$ cat config.mk
export PLATFORM = sky130hd
export DESIGN_NAME = rs232_fifo_uart
export DESIGN_NICKNAME = d
export VERILOG_FILES = /design/src/rtl/rs232_fifo_uart.sv
export SDC_FILE = /design/constraint.sdc
export NUM_CORES = 1
export LEC_CHECK = 0
export ABC_AREA = 0
export BUFFER_PORTS_ARGS = -buffer_cell sky130_fd_sc_hd__buf_2
export CAP_MARGIN = 5
export CELL_PAD_IN_SITES_DETAIL_PLACEMENT = 1
export CELL_PAD_IN_SITES_GLOBAL_PLACEMENT = 2
export CORE_MARGIN = 10
export CORE_UTILIZATION = 51
export CTS_CLUSTER_SIZE = 14
export DETAILED_ROUTE_END_ITERATION = 12
export GPL_TIMING_DRIVEN = 0
export PLACE_DENSITY_LB_ADDON = 0.1
export SYNTH_ARGS = -nofsm -noshare
export SYNTH_HDL_FRONTEND = slang
export SYNTH_SLANG_ARGS = --single-unit
$ cat constraint.sdc
create_clock -name clk_clk -period 6.9 [get_ports clk_clk]
set_input_delay 0.345 -clock clk_clk [delete_from_list [all_inputs] [get_ports clk_clk]]
set_output_delay 0.345 -clock clk_clk [all_outputs]
set_load 0.03 [all_outputs]
$ cat src/rtl/rs232_fifo_uart.sv
// RS-232 UART with independent TX/RX FIFOs, configurable character width, parity and bit period.
// The RX path samples each bit at its midpoint and stores parity/framing status alongside the data.
module rs232_fifo_uart #(
    parameter int DATA_BITS    = 8,
    parameter int CLKS_PER_BIT = 434,
    parameter int FIFO_DEPTH   = 16,
    parameter int PARITY       = 0
) (
    input  logic                        clk_clk,
    input  logic                        reset_reset,
    input  logic [DATA_BITS-1:0]        tx_data,
    input  logic                        tx_valid,
    output logic                        tx_ready,
    output logic [$clog2(FIFO_DEPTH):0] tx_level,
    output logic [DATA_BITS-1:0]        rx_data,
    output logic                        rx_parity_err,
    output logic                        rx_framing_err,
    output logic                        rx_valid,
    input  logic                        rx_ready,
    output logic [$clog2(FIFO_DEPTH):0] rx_level,
    output logic                        rx_overrun,
    input  logic                        rs232_RXD,
    output logic                        rs232_TXD
);
    localparam int AW = $clog2(FIFO_DEPTH);
    localparam int LW = AW + 1;
    localparam int CW = $clog2(CLKS_PER_BIT);
    localparam int BW = $clog2(DATA_BITS);
    localparam int EW = DATA_BITS + 2;
    localparam logic [LW-1:0] FULL     = LW'(FIFO_DEPTH);
    localparam logic [CW-1:0] BIT_END  = CW'(CLKS_PER_BIT - 1);
    localparam logic [CW-1:0] HALF_END = CW'(CLKS_PER_BIT / 2 - 1);
    localparam logic [BW-1:0] LAST_BIT = BW'(DATA_BITS - 1);
    localparam logic          ODD      = (PARITY == 1);

    typedef enum logic [2:0] {TX_IDLE, TX_START, TX_DATA, TX_PARITY, TX_STOP} tx_state_t;
    typedef enum logic [2:0] {RX_IDLE, RX_START, RX_DATA, RX_PARITY, RX_STOP, RX_WAIT_HIGH} rx_state_t;

    logic [DATA_BITS-1:0] tx_mem [FIFO_DEPTH];
    logic [AW-1:0]        tx_wr_ptr, tx_rd_ptr;
    logic                 tx_push, tx_pop;

    assign tx_ready = (tx_level != FULL);
    assign tx_push  = tx_valid && tx_ready;

    always_ff @(posedge clk_clk) begin
        if (tx_push) tx_mem[tx_wr_ptr] <= tx_data;
    end

    always_ff @(posedge clk_clk or posedge reset_reset) begin
        if (reset_reset) begin
            tx_wr_ptr <= '0;
            tx_rd_ptr <= '0;
            tx_level  <= '0;
        end else begin
            if (tx_push) tx_wr_ptr <= tx_wr_ptr + 1'b1;
            if (tx_pop)  tx_rd_ptr <= tx_rd_ptr + 1'b1;
            if (tx_push && !tx_pop)      tx_level <= tx_level + 1'b1;
            else if (!tx_push && tx_pop) tx_level <= tx_level - 1'b1;
        end
    end

    tx_state_t            tx_state, tx_state_next;
    logic [CW-1:0]        tx_cnt;
    logic [BW-1:0]        tx_bit;
    logic [DATA_BITS-1:0] tx_shift;
    logic                 tx_par, tx_line, tx_line_next, tx_shift_en, tx_bit_end;

    assign tx_bit_end = (tx_cnt == BIT_END);
    assign rs232_TXD  = tx_line;

    always_ff @(posedge clk_clk or posedge reset_reset) begin
        if (reset_reset) tx_state <= TX_IDLE;
        else             tx_state <= tx_state_next;
    end

    // The line level is registered so the next bit appears on the edge that ends the current one.
    always_comb begin
        tx_state_next = tx_state;
        tx_line_next  = tx_line;
        tx_pop        = 1'b0;
        tx_shift_en   = 1'b0;
        case (tx_state)
            TX_IDLE: if (tx_level != '0) begin
                tx_state_next = TX_START;
                tx_pop        = 1'b1;
                tx_line_next  = 1'b0;
            end
            TX_START: if (tx_bit_end) begin
                tx_state_next = TX_DATA;
                tx_line_next  = tx_shift[0];
            end
            TX_DATA: if (tx_bit_end) begin
                if (tx_bit != LAST_BIT) begin
                    tx_shift_en  = 1'b1;
                    tx_line_next = tx_shift[1];
                end else if (PARITY != 0) begin
                    tx_state_next = TX_PARITY;
                    tx_line_next  = tx_par;
                end else begin
                    tx_state_next = TX_STOP;
                    tx_line_next  = 1'b1;
                end
            end
            TX_PARITY: if (tx_bit_end) begin
                tx_state_next = TX_STOP;
                tx_line_next  = 1'b1;
            end
            TX_STOP: if (tx_bit_end) begin
                if (tx_level != '0) begin
                    tx_state_next = TX_START;
                    tx_pop        = 1'b1;
                    tx_line_next  = 1'b0;
                end else begin
                    tx_state_next = TX_IDLE;
                    tx_line_next  = 1'b1;
                end
            end
            default: begin
                tx_state_next = TX_IDLE;
                tx_line_next  = 1'b1;
            end
        endcase
    end

    always_ff @(posedge clk_clk or posedge reset_reset) begin
        if (reset_reset) begin
            tx_line  <= 1'b1;
            tx_cnt   <= '0;
            tx_bit   <= '0;
            tx_shift <= '0;
            tx_par   <= 1'b0;
        end else begin
            tx_line <= tx_line_next;
            if (tx_pop) begin
                tx_shift <= tx_mem[tx_rd_ptr];
                tx_par   <= (^tx_mem[tx_rd_ptr]) ^ ODD;
                tx_cnt   <= '0;
                tx_bit   <= '0;
            end else if (tx_state != TX_IDLE) begin
                if (tx_bit_end) begin
                    tx_cnt <= '0;
                    if (tx_shift_en) begin
                        tx_shift <= tx_shift >> 1;
                        tx_bit   <= tx_bit + 1'b1;
                    end
                end else begin
                    tx_cnt <= tx_cnt + 1'b1;
                end
            end
        end
    end

    logic [1:0] rx_sync;
    logic       rx_prev, rx_s;

    assign rx_s = rx_sync[1];

    always_ff @(posedge clk_clk or posedge reset_reset) begin
        if (reset_reset) begin
            rx_sync <= 2'b11;
            rx_prev <= 1'b1;
        end else begin
            rx_sync <= {rx_sync[0], rs232_RXD};
            rx_prev <= rx_s;
        end
    end

    rx_state_t            rx_state, rx_state_next;
    logic [CW-1:0]        rx_cnt;
    logic [BW-1:0]        rx_bit;
    logic [DATA_BITS-1:0] rx_shift;
    logic                 rx_par_err, rx_push, rx_bit_end;

    assign rx_bit_end = (rx_cnt == BIT_END);

    always_ff @(posedge clk_clk or posedge reset_reset) begin
        if (reset_reset) rx_state <= RX_IDLE;
        else             rx_state <= rx_state_next;
    end

    always_comb begin
        rx_state_next = rx_state;
        rx_push       = 1'b0;
        case (rx_state)
            RX_IDLE:      if (rx_prev && !rx_s) rx_state_next = RX_START;
            RX_START:     if (rx_cnt == HALF_END) rx_state_next = rx_s ? RX_IDLE : RX_DATA;
            RX_DATA:      if (rx_bit_end && rx_bit == LAST_BIT)
                              rx_state_next = (PARITY != 0) ? RX_PARITY : RX_STOP;
            RX_PARITY:    if (rx_bit_end) rx_state_next = RX_STOP;
            RX_STOP:      if (rx_bit_end) begin
                rx_push       = 1'b1;
                rx_state_next = rx_s ? RX_IDLE : RX_WAIT_HIGH;
            end
            RX_WAIT_HIGH: if (rx_s) rx_state_next = RX_IDLE;
            default:      rx_state_next = RX_IDLE;
        endcase
    end

    // Counting restarts at the start-bit midpoint so every later sample lands mid-bit.
    always_ff @(posedge clk_clk or posedge reset_reset) begin
        if (reset_reset) begin
            rx_cnt     <= '0;
            rx_bit     <= '0;
            rx_shift   <= '0;
            rx_par_err <= 1'b0;
        end else begin
            case (rx_state)
                RX_START: begin
                    if (rx_cnt == HALF_END) begin
                        rx_cnt     <= '0;
                        rx_bit     <= '0;
                        rx_par_err <= 1'b0;
                    end else begin
                        rx_cnt <= rx_cnt + 1'b1;
                    end
                end
                RX_DATA, RX_PARITY, RX_STOP: begin
                    if (rx_bit_end) begin
                        rx_cnt <= '0;
                        if (rx_state == RX_DATA) begin
                            rx_shift <= {rx_s, rx_shift[DATA_BITS-1:1]};
                            rx_bit   <= rx_bit + 1'b1;
                        end
                        if (rx_state == RX_PARITY) rx_par_err <= rx_s ^ (^rx_shift) ^ ODD;
                    end else begin
                        rx_cnt <= rx_cnt + 1'b1;
                    end
                end
                default: rx_cnt <= '0;
            endcase
        end
    end

    logic [EW-1:0] rx_mem [FIFO_DEPTH];
    logic [AW-1:0] rx_wr_ptr, rx_rd_ptr;
    logic          rx_pop, rx_full, rx_write;

    assign rx_valid = (rx_level != '0);
    assign rx_full  = (rx_level == FULL);
    assign rx_pop   = rx_ready && rx_valid;
    assign rx_write = rx_push && (!rx_full || rx_pop);
    assign {rx_data, rx_parity_err, rx_framing_err} = rx_valid ? rx_mem[rx_rd_ptr] : '0;

    always_ff @(posedge clk_clk) begin
        if (rx_write) rx_mem[rx_wr_ptr] <= {rx_shift, rx_par_err, !rx_s};
    end

    always_ff @(posedge clk_clk or posedge reset_reset) begin
        if (reset_reset) begin
            rx_wr_ptr  <= '0;
            rx_rd_ptr  <= '0;
            rx_level   <= '0;
            rx_overrun <= 1'b0;
        end else begin
            rx_overrun <= rx_push && rx_full && !rx_pop;
            if (rx_write) rx_wr_ptr <= rx_wr_ptr + 1'b1;
            if (rx_pop)   rx_rd_ptr <= rx_rd_ptr + 1'b1;
            if (rx_write && !rx_pop)      rx_level <= rx_level + 1'b1;
            else if (!rx_write && rx_pop) rx_level <= rx_level - 1'b1;
        end
    end

endmodule

==> results of run 1 <==
layout by cell type, fill, tap and decap left out, drive strengths merged, types with 12 or more instances in the layout:
cell,count
nor3,15
clkbuf,74
and2,22
xnor2,31
ha,28
edfxtp,288
a22oi,15
a21oi,19
o21ai,24
nor2,37
mux4,82
inv,28
nand2,45
dfrtp,74
buf,59
clkinv,12
where the power goes:
part	total [W]	switching [W]	internal, W	leakage (nW)
Clock	0.00192	0.000819	0.00110	0.565
Combinational	0.000997	0.000615	0.000382	1.83
Sequential	0.00261	0.0000879	0.00252	3.97
Total	0.00553	0.00152	0.00401	6.37
cell families (layout without fill, tap and decap cells):
kind of cell	count (synthesis)	count (layout)	share of synthesized area
muxes	95	95	0.131
DFF	366	366	0.701
buffers and inverters	64	177	0.0179
adders and majority gates	31	31	0.0265
xor gates and xnor gates	40	40	0.0232
AOI/OAI and AO/OA	84	84	0.0367
and+or+nand+nor	179	179	0.0634
timing repair:
action	CTS	global route
hold endpoints to repair	19	0
gates resized for setup	0	0
hold buffers	2	0
metrics by stage:
stage               utilization  cells  power (W)
floorplan                     -    859    0.00336
global placement          0.544   1279    0.00361
detailed placement        0.548   1286    0.00367
CTS                       0.589   1356    0.00560
global route              0.589   1356    0.00579
finish                    0.589   1356    0.00553
Yosys cell counts, types with 5 or more instances:
cell	n	share of area
a21oi_1	19	0.0063
a221o_1	7	0.0046
a22oi_1	15	0.0074
and2_1	22	0.0091
and3_1	5	0.0021
buf_2	9	0.0030
clkbuf_1	23	0.0057
dfrtp_1	74	0.12
edfxtp_1	288	0.57
ha_1	28	0.023
inv_1	25	0.0062
mux2_2	9	0.0067
mux4_2	82	0.12
nand2_1	45	0.011
nand2b_1	6	0.0025
nand3_1	8	0.0026
nand4_1	5	0.0021
nor2_1	37	0.0092
nor2b_1	8	0.0033
nor3_1	15	0.0050
o21ai_0	23	0.0076
or3_1	5	0.0021
xnor2_1	31	0.018
xor2_1	9	0.0052
registers in the layout, indices dropped and copies added, names as in the netlist, 3 cells and up:
signal,count
rx_bit,3
rx_cnt,9
rx_level,5
rx_mem,160
rx_rd_ptr,4
rx_shift,8
rx_state,3
rx_wr_ptr,4
tx_bit,3
tx_cnt,9
tx_level,5
tx_mem,128
tx_rd_ptr,4
tx_shift,8
tx_state,3
tx_wr_ptr,4
worst max-delay path by stage:
stage / slack, ps / end
final: 3250 / tx_level[4]$_DFFE_PP0P_
after global routing: 2930 / tx_level[4]$_DFFE_PP0P_
after CTS: 3220 / tx_level[4]$_DFFE_PP0P_
after detailed placement: 3240 / tx_level[4]$_DFFE_PP0P_
after global placement: 3160 / rx_mem[7][3]$_DFFE_PP_
after floorplan: 3590 / tx_level[4]$_DFFE_PP0P_
area by class of cell:
| type | count | area (µm²) |
|---|---|---|
| well taps | 384 | 480 |
| multi-input cells | 429 | 4280 |
| inverters | 25 | 96.3 |
| repair buffers | 45 | 279 |
| clock buffers | 51 | 1040 |
| flip-flops and latches | 366 | 10600 |
| fillers | 2611 | 11900 |
| plain buffers | 39 | 176 |
| clock inverters | 17 | 123 |
routing by layer:
layer / routed length (µm) / share of wire / up-vias / track usage
met3: 1220 / 0.038 / 57 / 0.0258
met2: 16600 / 0.52 / 155 / 0.311
met1: 13500 / 0.42 / 4127 / 0.232
met4: 825 / 0.026 / 0 / 0.0549
met5: 0 / 0 / - / 0
li1: - / - / 3527 / -
worst min-delay path: stages:
cell,delay (ps)
buf_2,80
nand3b_1,140
nor3_1,60
==> summary.txt, run 1 <==
Outcome
  – Status: completed

Clocking
  – CTS sink count: 366
  – TritonCTS clock tree: built
  – Cts bufs inserted: 40
  – Clock Path Buffers: 3
  – H-tree levels: 2
  – Skew-Pair Late Insertion Delay: 520 ps
  – Clock transition at path regs: 60 ps
  – Root buf cell: clkbuf_16
  – Setup bufs post-CTS: 0

STA
  – Relative slew slack: 0.180
  – Maximum clock frequency: 274 MHz
  – Final setup violation count: 0
  – Final WS setup: 3250 ps
  – Worst-margin pin slew: 1220 ps
  – RSZ-0062 raised after global routing: false
  – Final hold viol count: 0
  – Pins Over Slew Limit: 0
  – Period Utilization, post-route: 0.529
  – Worst Skew: 26.5 ps
  – Min Tclk post-route: 3650 ps
  – Setup TNS Final: 0 ps
  – Fin Hold WS: 162 ps

Logic synthesis
  – Ys async rst share: 0.213
  – Syn_nets: 902
  – Post-synthesis cell count: 859
  – Syn avg cell area: 17.6 µm²
  – EDFF count, synth: 288
  – Top FF cell, synth: edfxtp_1
  – Yosys cell types: 64
  – Synthesized area: 15100 µm²
  – Flops & latches, synth: 366
  – Register area share after synthesis: 0.701
  – Synth Warn #: 0

Setup path
  – R2R setup slack: 3250 ps
  – WP data arrival: 4100 ps
  – Setup CP Type: flop to flop
  – CP peak stage delay: 440 ps
  – Worst R2R Path Depth: 15
  – Reg2reg start: tx_cnt[1]$_DFFE_PP0P_
  – CP max stage cell: a21oi_1
  – FF-to-FF End: tx_level[4]$_DFFE_PP0P_
  – Worst setup startpoint: tx_cnt[1]$_DFFE_PP0P_
  – Startpoint types: flop
  – Worst Path Required: 7340 ps
  – Family with the most delay on the worst path: simple AND/OR/NAND/NOR gates
  – Crit-path cells: inv_1 -> ha_1 -> and4b_1 -> nand4_1 -> a21oi_1 -> inv_1 -> buf_4 -> ha_1 -> inv_1 -> ha_1 -> nor2b_1 -> o21a_1 -> or3_1 -> a21oi_1 -> xnor2_1
  – Critical path peak fanout: 10
  – Crit path buffers/inverters: 4
  – Levels on crit path: 15
  – Worst Setup End Kind: flop

Route
  – Detailed-route DRC error count: 0
  – Post-route ant nets: 0
  – First-pass iteration count of the detailed router: 4
  – Drt wl/cell: 23.7 µm
  – Vias: 7866
  – Via density: 5.80
  – Drt first-iter violations: 463
  – Final Routed Wirelength: 32100 µm

Placed design
  – GPL Wtd Cong: 0.860
  – Place WS: 3240 ps
  – Port bufs: 36
  – DPL Wire Length: 22000 µm
  – Placed inst area: 15900 µm²

Pwr
  – Power Density: 324 nW/µm²
  – VDD IR max: 0.250 mV
  – Leak: 6.37 nW

Floorplan
  – # IOs: 37
  – Die X: 192 µm
  – DIE AREA: 37000 µm²
  – Initial Util: 0.521
  – Area of the core: 29000 µm²
  – Die Y: 192 µm
  – # rows: 62

GRT
  – First-pass GRT wire length: 51100 µm
  – Total track usage: 0.180
  – GRT Residual Overflow: 0
  – Vias in the first global route: 8698
  – Initial antenna violation count: 0
  – Largest net degree at the start of global routing: 58

Hold path
  – Worst hold path class: primary input to flop
  – Hold_sp: rx_ready
  – Hold-critical path endpoint: rx_overrun$_DFF_PP0_
  – Hold Crit Depth: 3

Job
  – Max-cap violations: 0

Cells and area
  – Design Area, Final: 17100 µm²
  – Nets: 989
  – Ant. Diodes: 0
  – Share of layout cells above drive strength 1: 0.221
  – Layout area overhead: 12.9%
Power figures use the tool's default switching activity.
==> run 2: changes to the inputs <==
--- a/config.mk
+++ b/config.mk
@@ -11,7 +11,7 @@
 export CELL_PAD_IN_SITES_DETAIL_PLACEMENT = 1
 export CELL_PAD_IN_SITES_GLOBAL_PLACEMENT = 2
 export CORE_MARGIN = 10
-export CORE_UTILIZATION = 51
+export CORE_UTILIZATION = 43
 export CTS_CLUSTER_SIZE = 14
 export DETAILED_ROUTE_END_ITERATION = 12
 export GPL_TIMING_DRIVEN = 0
==> constraint.sdc (replaced) <==
create_clock -name clk_clk -period 3.1 [get_ports clk_clk]
set_input_delay 0.155 -clock clk_clk [delete_from_list [all_inputs] [get_ports clk_clk]]
set_output_delay 0.155 -clock clk_clk [all_outputs]
set_load 0.03 [all_outputs]
==> run 2 against run 1 <==
Compared with the run above: the flow now finishes with violations (setup timing); worst setup slack worse by 3300 ps; first-iteration DRC count fell by 0.22%; total power increased by 130%; critical path depth decreased by 2; utilization down 7.8 points; hold slack lost 130 ps; sequential power rose by 120%; register-to-register slack lost 3300 ps; final area rose by 3.5%; combinational power grew 140%; fmax grew 18%.
==> summary.txt, run 2 (synthesis results as in run 1) <==
GRT
  – First-pass GRT wire length: 52000 µm
  – Initial antenna violation count: 0
  – Largest net degree at the start of global routing: 60
  – Total track usage: 0.154
  – GRT Residual Overflow: 0
  – Vias in the first global route: 8805

Placed design
  – GPL Wtd Cong: 0.797
  – Place WS: -636 ps
  – Port bufs: 36
  – Placed inst area: 16000 µm²
  – DPL Wire Length: 22400 µm

Outcome
  – Status: complete, but fails checks
  – Failing checks: setup timing

Clocking
  – Root buf cell: clkbuf_16
  – Cts bufs inserted: 40
  – H-tree levels: 2
  – Clock transition at path regs: 60 ps
  – CTS sink count: 366
  – Skew-Pair Late Insertion Delay: 540 ps
  – TritonCTS clock tree: built
  – Clock Path Buffers: 3

STA
  – Final WS setup: -6.56 ps
  – Worst-margin pin slew: 958 ps
  – Relative slew slack: 0.359
  – Min Tclk post-route: 3110 ps
  – Final hold viol count: 0
  – Final setup violation count: 1
  – Period Utilization, post-route: 1.00
  – Maximum clock frequency: 322 MHz
  – Pins Over Slew Limit: 0
  – RSZ-0062 raised after global routing: true
  – Worst Skew: 10.1 ps

Setup path
  – WP data arrival: 3560 ps
  – Worst Setup End Kind: flop
  – Critical path peak fanout: 3
  – Setup CP Type: flop to flop
  – Startpoint types: flop
  – CP peak stage delay: 480 ps
  – Family with the most delay on the worst path: simple AND/OR/NAND/NOR gates
  – Crit-path cells: inv_2 -> ha_4 -> nand4b_1 -> or4_4 -> nor3b_4 -> ha_4 -> inv_4 -> ha_4 -> nor2b_4 -> o21a_1 -> or3_1 -> a21oi_2 -> xor2_1
  – Crit path top cell by count: ha_4
  – Crit path buffers/inverters: 2
  – Worst Path Required: 3560 ps
  – CP max stage cell: or4_4

Cells and area
  – Biggest register: rx_mem
  – Ant. Diodes: 0
  – Filler cells: 3214
  – Commonest non-fill, non-tap cell in the layout: edfxtp_1
  – Design Area, Final: 17700 µm²
  – Largest register FFs: 160
  – Commonest cells after routing, fill and taps aside: edfxtp_1 (288), mux4_2 (82), dfrtp_1 (69), nand2_1 (45), buf_2 (43)
  – Biggest regs: rx_mem (160), tx_mem (128)
  – Share of layout cells above drive strength 1: 0.283
  – Nets: 1019
  – Layout area overhead: 16.8%

Floorplan
  – # IOs: 37
  – DIE AREA: 43100 µm²
  – Initial Util: 0.437
  – Area of the core: 34600 µm²
  – Die X: 208 µm
  – Die Y: 208 µm
  – # rows: 68

Route
  – Post-route ant nets: 0
  – Routed metal-1 wire length: 14100 µm
  – Drt first-iter violations: 462
  – Met2 WL: 17400 µm
  – Highest metal layer with signal wires: met4
  – Via density: 5.49
  – First-pass iteration count of the detailed router: 5
  – Vias: 8006
  – Detailed-route DRC error count: 0
  – Drt wl/cell: 23.0 µm
  – Met3 wire len: 1400 µm
  – Final Routed Wirelength: 33500 µm

Pwr
  – VDD IR max: 0.516 mV
  – Leak: 6.59 nW
  – Power Density: 725 nW/µm²

Job
  – Max-cap violations: 0

Hold path
  – Worst hold path class: primary input to flop
run 2: through the flow:
| step | instances | setup TNS [ps] | util | hold WS, ps | power, W |
|---|---|---|---|---|---|
| final | 1459 | -6.56 | 0.510 | 33.5 | 0.0128 |
| after global routing | 1459 | -2990 | 0.510 | 27.2 | 0.0135 |
| after CTS | 1440 | 0 | 0.504 | 4.12 | 0.0129 |
| after detailed placement | 1357 | -5180 | 0.462 | 139 | 0.00821 |
| after global placement | 1350 | -41640 | 0.459 | 270 | 0.00808 |
| after floorplan | 859 | -36.5 | - | 159 | 0.00750 |
run 2: area by class of cell:
type / instances / area, µm² / area share
clock inverters: 24 / 189 / 0.0107
inverters: 25 / 106 / 0.00602
repair buffers: 78 / 539 / 0.0305
clock buffers: 46 / 1060 / 0.0602
well taps: 455 / 569 / 0.0322
flip-flops and latches: 366 / 10600 / 0.600
multi-input cells: 429 / 4410 / 0.250
plain buffers: 36 / 184 / 0.0104
run 2: timing repair:
action,CTS,global route
cloned,0,0
setup buffers,6,20
endpoints found under the hold margin,121,0
endpoints found under the setup margin,55,13
pin swaps,4,13
hold buffers,8,0
resized for setup,27,22
run 2: power breakdown:
group	total [W]	switching, W	leakage [nW]	internal, W
sequential	0.00586	0.000245	3.97	0.00562
clock	0.00452	0.00189	0.603	0.00263
combinational	0.00242	0.00142	2.02	0.00100
run 2: layer usage:
layer | global-route usage | vias to the layer above
met2 | 0.267 | 156
met3 | 0.0340 | 43
li1 | - | 3582
met5 | 0 | -
met1 | 0.190 | 4225
met4 | 0.0439 | 0
run 2: path summary, 6_finish.rpt:
| kind | startpoint | to | slack (ps) | cells past startpoint |
|---|---|---|---|---|
| max | rx_cnt[1]$_DFF_PP0_ | rx_level[4]$_DFFE_PP0P_ | -7 | 13 |
| min | tx_data[6] | tx_mem[11][6]$_DFFE_PP_ | 30 | 1 |
| max reg2reg | rx_cnt[1]$_DFF_PP0_ | rx_level[4]$_DFFE_PP0P_ | -7 | 13 |
| min reg2reg | rx_sync[0]$_DFF_PP1_ | rx_sync[1]$_DFF_PP1_ | 360 | 0 |
| max in group asynchronous | reset_reset | rs232_TXD$_DFFE_PP1P_ | 2310 | 4 |
| min in group asynchronous | reset_reset | rx_cnt[3]$_DFF_PP0_ | 130 | 3 |
